### config.mk
export PLATFORM = sky130hd
export DESIGN_NAME = cart_load_arbiter
export DESIGN_NICKNAME = d
export VERILOG_FILES = /design/src/rtl/coco3_mem_pkg.sv /design/src/rtl/load_fifo.sv /design/src/rtl/cart_load_arbiter.sv
export SDC_FILE = /design/constraint.sdc
export NUM_CORES = 1
export LEC_CHECK = 0
export CAP_MARGIN = 20
export CORE_ASPECT_RATIO = 0.7
export CORE_MARGIN = 3
export CORE_UTILIZATION = 40
export CTS_CLUSTER_SIZE = 14
export DETAILED_ROUTE_END_ITERATION = 10
export GPL_TIMING_DRIVEN = 0
export PLACE_DENSITY_LB_ADDON = 0.25
export SLEW_MARGIN = 20
export SYNTH_ARGS = -nofsm -noshare
export SYNTH_HDL_FRONTEND = slang
export SYNTH_SLANG_ARGS = --single-unit
### constraint.sdc
create_clock -name clk_sys -period 4.65 [get_ports clk_sys]
set_clock_uncertainty 0.2 [all_clocks]
set_input_delay 0.465 -clock clk_sys [delete_from_list [all_inputs] [get_ports clk_sys]]
set_output_delay 0.465 -clock clk_sys [all_outputs]
set_load 0.05 [all_outputs]
### src/rtl/coco3_mem_pkg.sv
// Shared types for the cartridge loader and memory-port arbiter.
// No logic of its own; no latency.
// No flow control; types only.
package coco3_mem_pkg;

  // Address width the FIFO entry is built for; the arbiter's ADDR_W must match it.
  localparam int MEM_ADDR_W = 16;

  typedef enum logic [1:0] {
    IDLE  = 2'd0,
    LOAD  = 2'd1,
    DRAIN = 2'd2
  } load_state_t;

  typedef enum logic [1:0] {
    G_NONE = 2'd0,
    G_CPU  = 2'd1,
    G_LOAD = 2'd2
  } grant_t;

  typedef struct packed {
    logic [MEM_ADDR_W-1:0] addr;
    logic [7:0]            data;
  } fifo_entry_t;

endpackage

### src/rtl/load_fifo.sv
// Generic synchronous first-word-fall-through FIFO used to buffer loader bytes.
// Latency: a pushed word is visible on dout the cycle after the push edge.
// Backpressure: push while full is ignored, pop while empty is ignored; caller watches full/empty.
module load_fifo #(
  parameter int DEPTH = 4,
  parameter int WIDTH = 24
) (
  input  logic             clk_sys,
  input  logic             reset,
  input  logic             push,
  input  logic             pop,
  input  logic [WIDTH-1:0] din,
  output logic [WIDTH-1:0] dout,
  output logic             empty,
  output logic             full
);

  localparam int AW = $clog2(DEPTH);

  logic [WIDTH-1:0] mem_q [DEPTH];
  logic [AW-1:0]    wr_ptr_q, wr_ptr_d;
  logic [AW-1:0]    rd_ptr_q, rd_ptr_d;
  logic [AW:0]      count_q, count_d;
  logic             do_push, do_pop;

  assign empty   = (count_q == '0);
  assign full    = (count_q == (AW+1)'(DEPTH));
  assign do_push = push && !full;
  assign do_pop  = pop && !empty;
  assign dout    = mem_q[rd_ptr_q];

  // Pointer and occupancy next-state; DEPTH is a power of 2 so pointers wrap naturally.
  always_comb begin
    wr_ptr_d = wr_ptr_q;
    rd_ptr_d = rd_ptr_q;
    count_d  = count_q;
    if (do_push) wr_ptr_d = wr_ptr_q + AW'(1);
    if (do_pop)  rd_ptr_d = rd_ptr_q + AW'(1);
    case ({do_push, do_pop})
      2'b10:   count_d = count_q + (AW+1)'(1);
      2'b01:   count_d = count_q - (AW+1)'(1);
      default: count_d = count_q;
    endcase
  end

  // Pointer/count registers; reset flushes the FIFO without touching storage.
  always_ff @(posedge clk_sys) begin
    if (reset) begin
      wr_ptr_q <= '0;
      rd_ptr_q <= '0;
      count_q  <= '0;
    end else begin
      wr_ptr_q <= wr_ptr_d;
      rd_ptr_q <= rd_ptr_d;
      count_q  <= count_d;
    end
  end

  // Storage write.
  always_ff @(posedge clk_sys) begin
    if (do_push) mem_q[wr_ptr_q] <= din;
  end

endmodule

### src/rtl/cart_load_arbiter.sv
// Streams cartridge bytes from the ioctl download into system RAM, sharing the port with the CPU.
// Latency: uncontended CPU or loader access appears on the registered memory port 1 cycle after grant.
// Backpressure: none toward ioctl (full FIFO drops the byte and flags overflow); CPU waits on cpu_ack.
module cart_load_arbiter
  import coco3_mem_pkg::*;
#(
  parameter int              ADDR_W     = 16,
  parameter logic [ADDR_W-1:0] BASE_ADDR = 16'hA000,
  parameter logic [7:0]      LOAD_INDEX = 8'd1,
  parameter int              FIFO_DEPTH = 4,
  parameter int              STARVE_MAX = 8
) (
  input  logic              clk_sys,
  input  logic              reset,
  input  logic              ioctl_download,
  input  logic [7:0]        ioctl_index,
  input  logic              ioctl_wr,
  input  logic [24:0]       ioctl_addr,
  input  logic [7:0]        ioctl_data,
  input  logic              cpu_req,
  input  logic              cpu_we,
  input  logic [ADDR_W-1:0] cpu_addr,
  input  logic [7:0]        cpu_din,
  output logic              cpu_ack,
  output logic              mem_en,
  output logic              mem_we,
  output logic [ADDR_W-1:0] mem_addr,
  output logic [7:0]        mem_din,
  output logic              cpu_hold,
  output logic              load_busy,
  output logic              load_overflow,
  output logic [15:0]       bytes_written
);

  localparam int STARVE_W = $clog2(STARVE_MAX + 1);

  load_state_t         state_q, state_d;
  grant_t              grant;
  fifo_entry_t         push_ent, head_ent;
  logic                push_req, fifo_empty, fifo_full, load_start;
  logic [STARVE_W-1:0] starve_q, starve_d;
  logic                ovf_q, ovf_d;
  logic [15:0]         bytes_q, bytes_d;
  logic                mem_en_q, mem_en_d, mem_we_q, mem_we_d, cpu_ack_q, cpu_ack_d;
  logic                load_wr_q, load_wr_d;
  logic [ADDR_W-1:0]   mem_addr_q, mem_addr_d;
  logic [7:0]          mem_din_q, mem_din_d;
  logic                addr_hi_unused;

  // Image offsets wrap within the memory window; upper offset bits are deliberately dropped.
  assign addr_hi_unused = ^ioctl_addr[24:ADDR_W];
  assign push_ent.addr  = BASE_ADDR + ioctl_addr[ADDR_W-1:0];
  assign push_ent.data  = ioctl_data;
  assign push_req       = (state_q == LOAD) && ioctl_wr && (ioctl_index == LOAD_INDEX);

  load_fifo #(
    .DEPTH (FIFO_DEPTH),
    .WIDTH (ADDR_W + 8)
  ) u_fifo (
    .clk_sys (clk_sys),
    .reset   (reset),
    .push    (push_req),
    .pop     (grant == G_LOAD),
    .din     (push_ent),
    .dout    (head_ent),
    .empty   (fifo_empty),
    .full    (fifo_full)
  );

  // Load sequencing: IDLE -> LOAD on a matching download, LOAD -> DRAIN when it ends,
  // DRAIN -> IDLE once the buffer and the last loader write have both cleared.
  always_comb begin
    state_d    = state_q;
    load_start = 1'b0;
    case (state_q)
      IDLE: begin
        if (ioctl_download && (ioctl_index == LOAD_INDEX)) begin
          state_d    = LOAD;
          load_start = 1'b1;
        end
      end
      LOAD:    if (!ioctl_download) state_d = DRAIN;
      DRAIN:   if (fifo_empty && !load_wr_q) state_d = IDLE;
      default: state_d = IDLE;
    endcase
  end

  // Port arbitration: CPU first unless the loader has starved for STARVE_MAX cycles.
  // A CPU request is skipped the cycle its ack is showing, so one held request gets one ack.
  always_comb begin
    grant = G_NONE;
    if (!fifo_empty && (!cpu_req || (starve_q == STARVE_W'(STARVE_MAX)))) grant = G_LOAD;
    else if (cpu_req && !cpu_ack_q)                                        grant = G_CPU;
  end

  // Registered memory-port drive, starvation counter and load statistics.
  always_comb begin
    mem_en_d   = 1'b0;
    mem_we_d   = 1'b0;
    mem_addr_d = '0;
    mem_din_d  = '0;
    cpu_ack_d  = 1'b0;
    load_wr_d  = 1'b0;
    starve_d   = starve_q;
    ovf_d      = ovf_q;
    bytes_d    = bytes_q;
    case (grant)
      G_CPU: begin
        mem_en_d   = 1'b1;
        mem_we_d   = cpu_we;
        mem_addr_d = cpu_addr;
        mem_din_d  = cpu_din;
        cpu_ack_d  = 1'b1;
      end
      G_LOAD: begin
        mem_en_d   = 1'b1;
        mem_we_d   = 1'b1;
        mem_addr_d = head_ent.addr;
        mem_din_d  = head_ent.data;
        load_wr_d  = 1'b1;
      end
      default: ;
    endcase
    if (fifo_empty || (grant == G_LOAD))         starve_d = '0;
    else if (starve_q != STARVE_W'(STARVE_MAX))  starve_d = starve_q + STARVE_W'(1);
    if (load_start) begin
      ovf_d   = 1'b0;
      bytes_d = '0;
    end else begin
      if (push_req && fifo_full)                   ovf_d   = 1'b1;
      if ((grant == G_LOAD) && (bytes_q != 16'hFFFF)) bytes_d = bytes_q + 16'd1;
    end
  end

  // State and output registers; reset clears everything mid-load as well.
  always_ff @(posedge clk_sys) begin
    if (reset) begin
      state_q    <= IDLE;
      starve_q   <= '0;
      ovf_q      <= 1'b0;
      bytes_q    <= '0;
      mem_en_q   <= 1'b0;
      mem_we_q   <= 1'b0;
      mem_addr_q <= '0;
      mem_din_q  <= '0;
      cpu_ack_q  <= 1'b0;
      load_wr_q  <= 1'b0;
    end else begin
      state_q    <= state_d;
      starve_q   <= starve_d;
      ovf_q      <= ovf_d;
      bytes_q    <= bytes_d;
      mem_en_q   <= mem_en_d;
      mem_we_q   <= mem_we_d;
      mem_addr_q <= mem_addr_d;
      mem_din_q  <= mem_din_d;
      cpu_ack_q  <= cpu_ack_d;
      load_wr_q  <= load_wr_d;
    end
  end

  assign cpu_ack       = cpu_ack_q;
  assign mem_en        = mem_en_q;
  assign mem_we        = mem_we_q;
  assign mem_addr      = mem_addr_q;
  assign mem_din       = mem_din_q;
  assign load_busy     = (state_q != IDLE);
  assign cpu_hold      = load_busy;
  assign load_overflow = ovf_q;
  assign bytes_written = bytes_q;

endmodule

==> After elaboration in Yosys (flattened, before gate mapping) <==
Memory sizes are Yosys's and may differ from the RTL's. A register that Yosys moved wholly into a read port is not among the register bits.
Cells that the tools add are included.
{ "totals": {"inputBits": 71, "regBits": 58, "ram_bits": 96, "output_inout_bits": 46, "memories": 1} }
{ "op_classes": {"reduce_logical": 25, "muxes": 19, "addsub": 7, "n_eq_ne": 14} }
{ "mem_list": {"columns": ["name", "words", "width", "rd", "rd_clocked_by_memory_dff", "wr", "line", "rtl"], "rows": [
  ["u_fifo.mem_q", 4, 24, 1, 1, 1, "load_fifo.sv:20", "logic [WIDTH-1:0] mem_q [DEPTH];"]
]} }
{ "op_table": {"columns": ["operator", "n"], "rows": [
  ["$pmux W16 S2", 1],
  ["$add A16 B1 Y16 const B", 1],
  ["$add A16 B16 Y16 const A", 1],
  ["$ne A16 B16 Y1 const B", 1],
  ["$pmux W8 S2", 1],
  ["$mux W2", 6],
  ["$logic_and A1 B1 Y1", 10],
  ["$eq A8 B1 Y1 const B", 1],
  ["$mux W1", 8],
  ["$eq A2 B1 Y1 const B", 3],
  ["$eq A2 B2 Y1 const B", 3],
  ["$ne A2 B2 Y1 const B", 3],
  ["$pmux W2 S3", 1],
  ["$pmux W3 S2", 1],
  ["$reduce_or A2 Y1", 3],
  ["$logic_not A1 Y1", 5],
  ["$add A2 B1 Y2 const B", 2],
  ["$add A4 B1 Y4 const B", 1],
  ["$eq A4 B4 Y1 const B", 1],
  ["$ne A4 B4 Y1 const B", 1],
  ["$reduce_bool A2 Y1", 2],
  ["$add A3 B1 Y3 const B", 1],
  ["$eq A3 B3 Y1 const B", 1],
  ["$logic_not A3 Y1", 1],
  ["other kinds (5)", 6]
]} }

==> Depth between registers and ports, before layout <==
{ "depth": {"ltp_word": 8, "mapped_depth": 13} }

==> By module <==
From an unflattened synthesis, not the netlist that was laid out.
{ "unflattened": {"hier_cells": 389, "area_unflattened_um2": 6028.3} }
{ "modules_own_cells": {"columns": ["mod", "area_each_um2", "seq_area_each_um2", "instances", "cells_per_inst"], "rows": [
  ["load_fifo", 3978.8, 3062.9, 1, 180],
  ["cart_load_arbiter", 2049.5, 1021.0, 1, 209]
]} }

==> Worst setup path after synthesis <==
OpenSTA, ideal clock, no wires.
{ "synth_path": {"path_kind": "register to register", "from": "register starve_q[0]", "to": "register u_fifo.count_q[2]", "path_slack_ns": 2.019, "stages_incl_launch_ff": 14, "arrival_ns": 2.361, "path_buffers": 2, "setup_time_ns": 0.070, "required_ns": 4.380, "path_cell_list": "dfxtp_1 > inv_1 > ha_1 > and3b_2 > o21ai_2 > buf_6 > inv_1 > buf_2 > ha_1 > inv_1 > fa_1 > xor2_1 > or3_1 > a21oi_1"} }
{ "synth_between": {"elab_chain_cells": 8, "elab_cells_between_ends": 10, "classes_between": "4 x eq/ne; 2 x mux; 4 x reduce/logical"} }
{ "synth_lines": {"columns": ["element", "line", "rtl"], "rows": [
  ["start: declaration", "cart_load_arbiter.sv:41", "logic [STARVE_W-1:0] starve_q, starve_d;"],
  ["start signal: assignment", "cart_load_arbiter.sv:150", "starve_q <= starve_d;"],
  ["$eq A4 B4 Y1 *", "cart_load_arbiter.sv:92", "if (!fifo_empty && (!cpu_req || (starve_q == STARVE_W'(STARVE_MAX)))) grant = G_LOAD;"],
  ["$logic_or A1 B1 Y1 *", "cart_load_arbiter.sv:92", null],
  ["$logic_and A1 B1 Y1 *", "cart_load_arbiter.sv:92", null],
  ["$mux W2 *", "cart_load_arbiter.sv:92", null],
  ["$eq A2 B2 Y1 *", "cart_load_arbiter.sv:63", ".pop (grant == G_LOAD),"],
  ["$logic_and A1 B1 Y1 *", "load_fifo.sv:29", "assign do_pop = pop && !empty;"],
  ["via u_fifo.do_pop", "load_fifo.sv:24", "logic do_push, do_pop;"],
  ["$eq A2 B1 Y1 / $eq A2 B2 Y1 (equally long branches)", "load_fifo.sv:39", "case ({do_push, do_pop})"],
  ["$pmux W3 S2 / $reduce_bool A2 Y1 (equally long branches)", null, null],
  ["end signal: assignment", "load_fifo.sv:55", "count_q <= count_d;"],
  ["end: declaration", "load_fifo.sv:23", "logic [AW:0] count_q, count_d;"]
]} }
Mark *: on every way through the listed nets, which the timed path passes. The rest lies on a longest branch.
A chain may end at the register's enable or synchronous reset.

==> Final worst setup path <==
Same ends and word-level chain as after synthesis.

==> impl_results.md <==
* Setup bufs post-CTS at 0
* TNS Setup at 0 ns
* Yosys reg bits at 156
* Mean post-synth cell area at 15.1 sq um
* Combinational family with the most area after synthesis: multiplexers
* Final Non-Filler Cells at 729
* Die Height at 109 um
* Ratio of final minimum period to clock period at 63.6%
* Hpwl dp at 9280 um
* CTS root buf: clkbuf_16
* P_sw at 0.654 mW
* Cts hold-fix bufs at 0
* Minimum clock period at 2.96 ns
* TritonCTS buffer count at 17
* Ports at 117
* Antenna violations before repair at 0
* Slew margin rel. at 48.8%
* Mux cell area share after synthesis at 9.57%
* Status: finished clean
* Vias in the first global route at 3933
* Synth warn at 0
* Final Hold Slack at 0.271 ns
* Congestion Overflow GR at 0
* Final ANT Viol Nets at 0
* DRC errors left at 0
* Nets at 607
* TritonCTS clock tree: built
* Met3 wire len at 775 um
* Synth Cell Area at 6070 sq um
* Worst setup SP type: flop
* Synth Flop Type: edfxtp_1
* Clock Path Buffers at 2
* Hold crit path type: reg -> reg
* Asr flop ratio synth at 0%
* Switch share at 21.8%
* Final hold violations at 0
* ANT cells at 0
* Pre-CTS WS at 1.38 ns
* Crit-path max FO at 10
* Mapped Cells at 401
* Die Area at 16700 sq um
* GR Util All Layers at 16.7%
* Resized cells post-CTS at 0
* Sequential-to-total area share from yosys stat at 67.3%
* Share of cells above drive strength 1 at 16.3%
* Vias/cell at 5.32
* P_int at 2.35 mW
* Simple-gate share of the synthesized area at 9.38%
* Core area at 14400 sq um
* PwrDens at 377 nW/um^2
* CP Class: reg -> reg
* Port Buf Inserts at 106
* CP Capture Type: flop
* Critical Path AT at 3.10 ns
* Final Util at 55.4%
* RSZ-0062 raised after global routing: false
* Worst Tran Pin Value at 0.767 ns
* Reg power frac at 49.2%
* GPL Wtd Cong at 0.789
* XOR/XNOR share of the synthesized area at 0.722%
* Placed Instances at 697
* Setup WS post-layout at 1.69 ns
* # rows at 36
* Data required, critical path at 4.79 ns
* Fillers at 1139
* Post-synthesis compound-gate area fraction at 7.82%
* Synth Area in Adders at 2.19%
* Setup violators final at 0
* Initial Util at 42.2%
* Final Cell Area at 7960 sq um
* Vias at 3877
* Routed WL per cell at 18.6 um
* Highest clock rate at 338 MHz
* Total power at 3.01 mW
* Clock sink count at 156
* Yosys cell types at 49
* Peak VDD IR at 237 uV
* Dpl cell area at 7370 sq um
* Met2 routed WL at 6570 um
* Max-Cap Viols at 0
* H-tree depth at 4
* Clock share of power at 46.0%
* Clock transition at path regs at 0.06 ns
* EDFF count, synth at 96
* M1 wire length at 6090 um
* Pin count of the biggest net entering global routing at 25
* Initial DRC count at 202
* Pleak at 2.61 nW
* Area Growth Syn to Fin at 31.2%
* Pins Over Slew Limit at 0
* Clock Latency Late Sink at 0.42 ns
* Commonest non-fill, non-tap cell in the layout: clkdlybuf4s50_1
* Die Wd at 153 um
* 1st-pass router iterations at 5
* Top sig layer: met4
* Global-route wire length before repair at 21300 um
* Most frequent cells in the layout: clkdlybuf4s50_1 (106), edfxtp_1 (96), dfxtp_1 (60), a21oi_1 (30), mux4_2 (24)
* Drt total wl at 13600 um
* Combinational fraction of design power at 4.8%
* Synthesized Nets at 482
-- layer usage --
| layer | GRT usage [%] | vias up |
|---|---|---|
| li1 | - | 1809 |
| met1 | 22.4 | 1936 |
| met2 | 27.0 | 119 |
| met3 | 4.72 | 13 |
| met4 | 4.83 | 0 |
| met5 | 0 | - |
-- sequential cells by signal, indices dropped and copies added (netlist names), 2 cells and up, named ones only --
name,cells
bytes_written,16
mem_addr,16
mem_din,8
starve_q,4
state_q,2
u_fifo.count_q,3
u_fifo.mem_q,96
u_fifo.rd_ptr_q,2
u_fifo.wr_ptr_q,2
-- kinds of logic (layout without fill, tap and decap cells) --
| logic type | count (synthesis) | in the layout |
|---|---|---|
| AO/OA/AOI/OAI | 69 | 69 |
| flip-flops | 156 | 156 |
| buffers and inverters | 36 | 174 |
| multiplexers | 28 | 28 |
| AND/OR/NAND/NOR | 97 | 97 |
| XOR/XNOR | 5 | 5 |
| adder cells (fa/ha/maj) | 10 | 10 |
-- area by class of cell --
| class | instances | area (sq um) | area share [%] |
|---|---|---|---|
| inverters | 16 | 60.1 | 0.754 |
| clock buffers | 18 | 429 | 5.39 |
| well taps | 190 | 238 | 2.99 |
| multi-input cells | 209 | 1810 | 22.7 |
| repair buffers | 106 | 1060 | 13.3 |
| clock inverters | 14 | 161 | 2.03 |
| plain buffers | 20 | 123 | 1.54 |
| flip-flops and latches | 156 | 4080 | 51.3 |
-- power groups by stage --
| stage | Clock (mW) | Combinational [mW] | Sequential (mW) |
|---|---|---|---|
| 5_1_grt | 1.47 | 0.154 | 1.48 |
| 3_5_place_dp | 0 | 0.145 | 1.51 |
| 6_report | 1.38 | 0.145 | 1.48 |
| 2_1_floorplan | 0 | 0.0249 | 1.54 |
| 3_3_place_gp | 0 | 0.142 | 1.51 |
| 4_1_cts | 1.40 | 0.146 | 1.48 |
-- worst max-delay path, stage by stage, from the launching register on --
cell and delay [ns]:
dfxtp_1 0.33, inv_1 0.06, ha_1 0.16, and3b_2 0.24
o21ai_2 0.09, buf_6 0.15, inv_1 0.11, buf_2 0.26
ha_1 0.23, inv_1 0.06, fa_1 0.39, xor2_1 0.17
or3_1 0.31, a21oi_1 0.13
-- synthesized netlist by cell type, types with 2 or more instances --
library cell / instances / area [sq um]
ha_1: 9 / 113
a22o_1: 17 / 149
nand2b_1: 5 / 31.3
xor2_1: 3 / 26.3
o21ai_0: 5 / 25.0
a21oi_1: 30 / 150
nor3_1: 2 / 10.0
or4_1: 10 / 75.1
nand3_1: 13 / 65.1
mux4_2: 24 / 541
xnor2_1: 2 / 17.5
and2_1: 5 / 31.3
nor2b_1: 2 / 12.5
nand2_1: 18 / 67.6
nand3b_1: 3 / 22.5
buf_4: 5 / 37.5
nor4_1: 4 / 25.0
o31ai_1: 9 / 67.6
buf_2: 5 / 25.0
clkbuf_1: 6 / 22.5
inv_1: 15 / 56.3
and3_1: 2 / 12.5
a31o_2: 2 / 17.5
nor2_1: 11 / 41.3
dfxtp_1: 60 / 1200
nor4_2: 2 / 25.0
nand4_1: 7 / 43.8
edfxtp_1: 96 / 2880
mux2i_1: 4 / 40.0
or3_1: 4 / 25.0
buf_6: 3 / 33.8
-- worst paths after layout --
check	slack, ns	endpoint	cells past startpoint	start
max	1.69	u_fifo.count_q[2]	13	starve_q[0]
min	0.27	starve_q[0]	1	starve_q[0]
max reg2reg	1.69	u_fifo.count_q[2]	13	starve_q[0]
min reg2reg	0.27	starve_q[0]	1	starve_q[0]
Note: power is estimated with default switching activity, not from simulation.
